`src/rtl/divider_if.sv`:
```
// divider_if: operand/result handshake between the CPU execute stage and the divider.
interface divider_if;
  logic [31:0] a;
  logic [31:0] b;
  logic [1:0]  op;
  logic        start;
  logic        busy;
  logic        valid;
  logic [31:0] c;
  logic        is_zero;
  logic        is_negative;
  modport master (output a, b, op, start, input busy, valid, c, is_zero, is_negative);
  modport slave  (input a, b, op, start, output busy, valid, c, is_zero, is_negative);
endinterface

```
`src/rtl/divider.sv`:
```
// divider: 32-bit sequential restoring divider, one quotient bit per clock, signed/unsigned quotient or remainder.
module divider (
  input  logic      clk,
  input  logic      reset,
  divider_if.slave  s
);
  typedef enum logic [1:0] {IDLE, CALC, FIX} state_t;
  state_t      state, state_nxt;
  logic [1:0]  op_r;
  logic [31:0] dvd, dvs, a_abs, b_abs, q, r;
  logic [32:0] rem, rem_sh, trial;
  logic [4:0]  cnt;
  logic        qsign, rsign, sgn;
  always_comb begin
    state_nxt = state == IDLE ? (s.start ? CALC : IDLE) :
                state == CALC ? (cnt == 5'd0 ? FIX : CALC) : IDLE;
    sgn    = s.op[1];
    a_abs  = (sgn && s.a[31]) ? -s.a : s.a;
    b_abs  = (sgn && s.b[31]) ? -s.b : s.b;
    rem_sh = {rem[31:0], dvd[31]};
    trial  = rem_sh - {1'b0, dvs};
    q      = qsign ? -dvd : dvd;
    r      = rsign ? -rem[31:0] : rem[31:0];
  end
  // Divide-by-zero keeps an all-ones quotient by suppressing the quotient sign.
  always_ff @(posedge clk or posedge reset) begin
    if (reset) begin
      state   <= IDLE;
      op_r    <= 2'd0;
      dvd     <= 32'd0;
      dvs     <= 32'd0;
      rem     <= 33'd0;
      cnt     <= 5'd0;
      qsign   <= 1'b0;
      rsign   <= 1'b0;
      s.busy  <= 1'b0;
      s.valid <= 1'b0;
      s.c     <= 32'd0;
    end else begin
      state   <= state_nxt;
      s.valid <= state == FIX;
      if (state == IDLE && s.start) begin
        op_r   <= s.op;
        dvd    <= a_abs;
        dvs    <= b_abs;
        qsign  <= sgn && (s.a[31] ^ s.b[31]) && (s.b != 32'd0);
        rsign  <= sgn && s.a[31];
        rem    <= 33'd0;
        cnt    <= 5'd31;
        s.busy <= 1'b1;
      end else if (state == CALC) begin
        rem <= trial[32] ? rem_sh : trial;
        dvd <= {dvd[30:0], ~trial[32]};
        cnt <= cnt - 5'd1;
      end else if (state == FIX) begin
        s.c    <= op_r[0] ? r : q;
        s.busy <= 1'b0;
      end
    end
  end
  assign s.is_zero     = s.c == 32'd0;
  assign s.is_negative = s.c[31];
endmodule
```
`src/flat_wrapper.sv`:
```
// flat-port wrapper written by rule: the top's interface ports become plain ports
module divider_flat 
  (clk, reset, s_a, s_b, s_op, s_start, s_busy, s_valid, s_c, s_is_zero, s_is_negative);
  divider_if s_i ();
  input  logic clk;
  input  logic reset;
  input wire logic [$bits(s_i.a)-1:0] s_a;
  input wire logic [$bits(s_i.b)-1:0] s_b;
  input wire logic [$bits(s_i.op)-1:0] s_op;
  input wire logic [$bits(s_i.start)-1:0] s_start;
  output wire logic [$bits(s_i.busy)-1:0] s_busy;
  output wire logic [$bits(s_i.valid)-1:0] s_valid;
  output wire logic [$bits(s_i.c)-1:0] s_c;
  output wire logic [$bits(s_i.is_zero)-1:0] s_is_zero;
  output wire logic [$bits(s_i.is_negative)-1:0] s_is_negative;
  assign s_i.a = s_a;
  assign s_i.b = s_b;
  assign s_i.op = s_op;
  assign s_i.start = s_start;
  assign s_busy = s_i.busy;
  assign s_valid = s_i.valid;
  assign s_c = s_i.c;
  assign s_is_zero = s_i.is_zero;
  assign s_is_negative = s_i.is_negative;
  divider u_core (.clk(clk), .reset(reset), .s(s_i));
endmodule
```
`config.mk`:
```
export PLATFORM = sky130hd
export DESIGN_NAME = divider_flat
export DESIGN_NICKNAME = d
export VERILOG_FILES = /design/src/rtl/divider_if.sv /design/src/rtl/divider.sv /design/src/flat_wrapper.sv
export SDC_FILE = /design/constraint.sdc
export NUM_CORES = 1
export LEC_CHECK = 0
export ABC_AREA = 1
export CAP_MARGIN = 30
export CORE_UTILIZATION = 25
export DETAILED_ROUTE_END_ITERATION = 12
export PLACE_DENSITY = 0.39
export SYNTH_ARGS = -nofsm -noshare
export SYNTH_HDL_FRONTEND = slang
export SYNTH_SLANG_ARGS = --single-unit
```
`constraint.sdc`:
```
create_clock -name clk -period 4.75 [get_ports clk]
set_clock_uncertainty 0.05 [all_clocks]
set_input_delay 0.95 -clock clk [delete_from_list [all_inputs] [get_ports clk]]
set_output_delay 0.95 -clock clk [all_outputs]
set_load 0.01 [all_outputs]
```
==> flow_metrics.py <==
metrics = {
    "run_status": {
        "run_status": "finished, final reports clean",
    },
    "sta": {
        "rsz0062_at_grt": "false",
        "finalSetupViolations": 0,
        "slew_violations": 0,
        "period_share": 0.6583,
        "tns_ns": 0,
        "worst_pin_slew_ns": 0.8647,
        "maxSlewHeadroom": 0.4223,
        "hold_violations": 0,
        "fmaxAchievable_ghz": 0.3198,
        "finalCriticalPeriod_ns": 3.127,
    },
    "finish": {
        "n_antenna_cell": 0,
        "nNetsFinal": 2195,
        "area_delta_synth_final_pct": 18.48,
        "fillCellCount": 5430,
        "multiInputGateArea_mm2": 0.007300,
        "layout-drive-gt1-share": 0.04426,
        "seq_area_mm2": 0.003503,
    },
    "power": {
        "design_power_total_mw": 11.04,
        "p_leak_nw": 7.037,
        "ir_drop_v": 0.0002841,
        "power_density_mw_per_mm2": 760.7,
    },
    "hold_path": {
        "hold_end": "u_core.s.busy$_DFFE_PP0P_",
        "hp-start": "u_core.s.busy$_DFFE_PP0P_",
        "hold_class": "reg -> reg",
        "holdPathStages": 2,
    },
    "synthesis": {
        "synth_commonest_cells": "nand2_1, inv_1, nand3_1",
        "netlist_area_mm2": 0.01224,
        "yosys_warnings": 0,
        "synth.largest_area_cell": "dfrtp_1",
        "synthArstFlopShare": 1.000,
        "synth_edf_count": 0,
        "post-synth-top-count-cell": "nand2_1",
        "synth_fp_nets": 2123,
        "ys.flop_type": "dfrtp_1",
        "synth.distinct_cells": 46,
        "synthCells": 2016,
        "synth_area_leaders": "dfrtp_1, nand2_1, nand3_1",
        "ys_seq_area_frac": 0.2861,
        "synth-seq-cells": 140,
        "synth_top_area_frac": 0.2861,
        "syn_area_per_cell_um2": 6.074,
    },
    "floorplan": {
        "io_pins": 105,
        "initial_core_util": 0.2548,
        "die_w_um": 223.3,
        "rows": 80,
        "fp.dieArea_mm2": 0.04987,
        "coreArea_mm2": 0.04805,
        "dieHeight_um": 223.3,
    },
    "drt": {
        "wl_per_cell_um": 17.66,
        "route.vias.total": 12874,
        "drc": 0,
        "drtAntennaViolNets": 0,
        "drtPass1Iterations": 5,
        "avgViaCountPerCell": 4.740,
        "routed_wl_um": 47950,
        "drtIter0Drc": 1109,
    },
    "clock_tree": {
        "cts_tree": "built",
        "cts_buffer_depth": 2,
        "postCtsSetupBuffers": 0,
        "htreeDepth": 4,
        "numCtsBuffers": 17,
        "clk_pin_slew_ns": 0.06,
        "clock_sinks": 140,
        "clockRootBuffer": "clkbuf_16",
        "clk_latency_ns": 0.45,
        "cts_resized": 0,
        "postCtsHoldBufs": 0,
    },
    "global_route": {
        "grt_pass1_vias": 12199,
        "grt_usage": 0.1952,
        "grt_pass1_wl_um": 74290,
        "overflow": 0,
        "grt_max_degree": 61,
        "antenna_found_initial": 0,
    },
    "critical_path": {
        "crit_fanout": 3,
        "worstSetupStartpoint": "u_core.s.c[0]$_DFFE_PP0P_",
        "timing.rr.start": "u_core.dvd[31]$_DFFE_PP0P_",
        "cp.required_ns": 3.75,
        "cp-start-kind": "flop",
        "crit_path_end_kind": "output pin",
        "rrSetupSlack_ns": 1.65,
        "reg2reg_depth": 18,
        "arrival_ns": 2.13,
        "worstSetupPathType": "reg -> out",
        "regToRegEndpoint": "u_core.rem[8]$_DFFE_PP0P_",
    },
    "placement": {
        "place_congestion": 0.9004,
        "place.port_buffers": 104,
        "dp_hpwl_um": 38390,
    },
    "job": {
        "maxCapViolCount": 0,
    },
}
-- cell families after synthesis --
kind of cell,Yosys count,share of synthesized area
compound gates,299,0.1336
buf+inv,375,0.1196
flops,140,0.2861
xor+xnor,36,0.02575
fa+ha+maj,38,0.03944
simple gates,1128,0.3956
-- per-layer routing --
| layer | routed length [um] | track usage | vias to the layer above |
|---|---|---|---|
| li1 | - | - | 6625 |
| met1 | 24230 | 0.2858 | 5974 |
| met2 | 21670 | 0.3073 | 244 |
| met3 | 1415 | 0.01738 | 31 |
| met4 | 645 | 0.04684 | 0 |
| met5 | 0 | 0 | - |
-- flip-flops by register name, summed over array words and instances, names as in the netlist --
register,flops
u_core.s.c,32
u_core.dvs,32
u_core.rsign,1
u_core.cnt,5
u_core.rem,32
u_core.s.valid,1
u_core.op_r,1
u_core.s.busy,1
u_core.dvd,32
u_core.state,2
u_core.qsign,1
-- power by group --
group / switching (mW) / internal [mW] / total (mW)
Combinational: 5.03 / 2.37 / 7.40
Clock: 0.599 / 0.784 / 1.38
Sequential: 0.556 / 1.70 / 2.26
-- area by class of cell --
type / count / area share
Inverter: 308 / 0.07996
Tap cell: 615 / 0.05304
Multi-Input combinational cell: 1501 / 0.5032
Clock inverter: 14 / 0.01095
Sequential cell: 140 / 0.2415
Timing Repair Buffer: 120 / 0.08177
Clock buffer: 18 / 0.02958
-- worst max-delay path by stage --
| stage | to | slack [ns] | cells after the start |
|---|---|---|---|
| detailed placement | u_core.dvs[29]$_DFFE_PP0P_ | 1.29 | 9 |
| global route | u_core.rem[8]$_DFFE_PP0P_ | 1.39 | 18 |
| finish | s_is_zero | 1.62 | 4 |
| global placement | u_core.dvs[29]$_DFFE_PP0P_ | 1.34 | 9 |
| floorplan | u_core.cnt[0]$_DFFE_PP0P_ | 2.00 | 1 |
| CTS | s_is_zero | 1.57 | 4 |
-- metrics by stage --
stage          cells    util  area (um2)  hold slack [ns]  setup WS, ns
2_1_floorplan   2016       -       12250           0.3916         2.001
3_3_place_gp    2684  0.2897       13920           0.4111         1.345
3_5_place_dp    2684  0.2897       13920           0.4157         1.293
4_1_cts         2716  0.3019       14510           0.4319         1.567
5_1_grt         2716  0.3019       14510           0.4410         1.392
6_report        2716  0.3019       14510           0.4307         1.623
-- layout by cell type (no fill, tap or decap), types with 17 or more instances in the layout --
master             n
clkdlybuf4s50_1  104
nor2_1           172
ha_1              37
xor2_1            21
nand3_1          252
inv_1            300
dfrtp_1          140
o21ai_0          148
nand4_1           21
a21oi_1           92
clkbuf_16         17
nand2_1          609
-- critical path, cell delays in order (launching register included) --
cell and delay (ns):
dfrtp_1 0.40, nor4_1 0.38, nand4_1 0.22, nor2_1 0.13, clkdlybuf4s50_1 0.55
No activity file was read; power rests on OpenSTA's default activity.
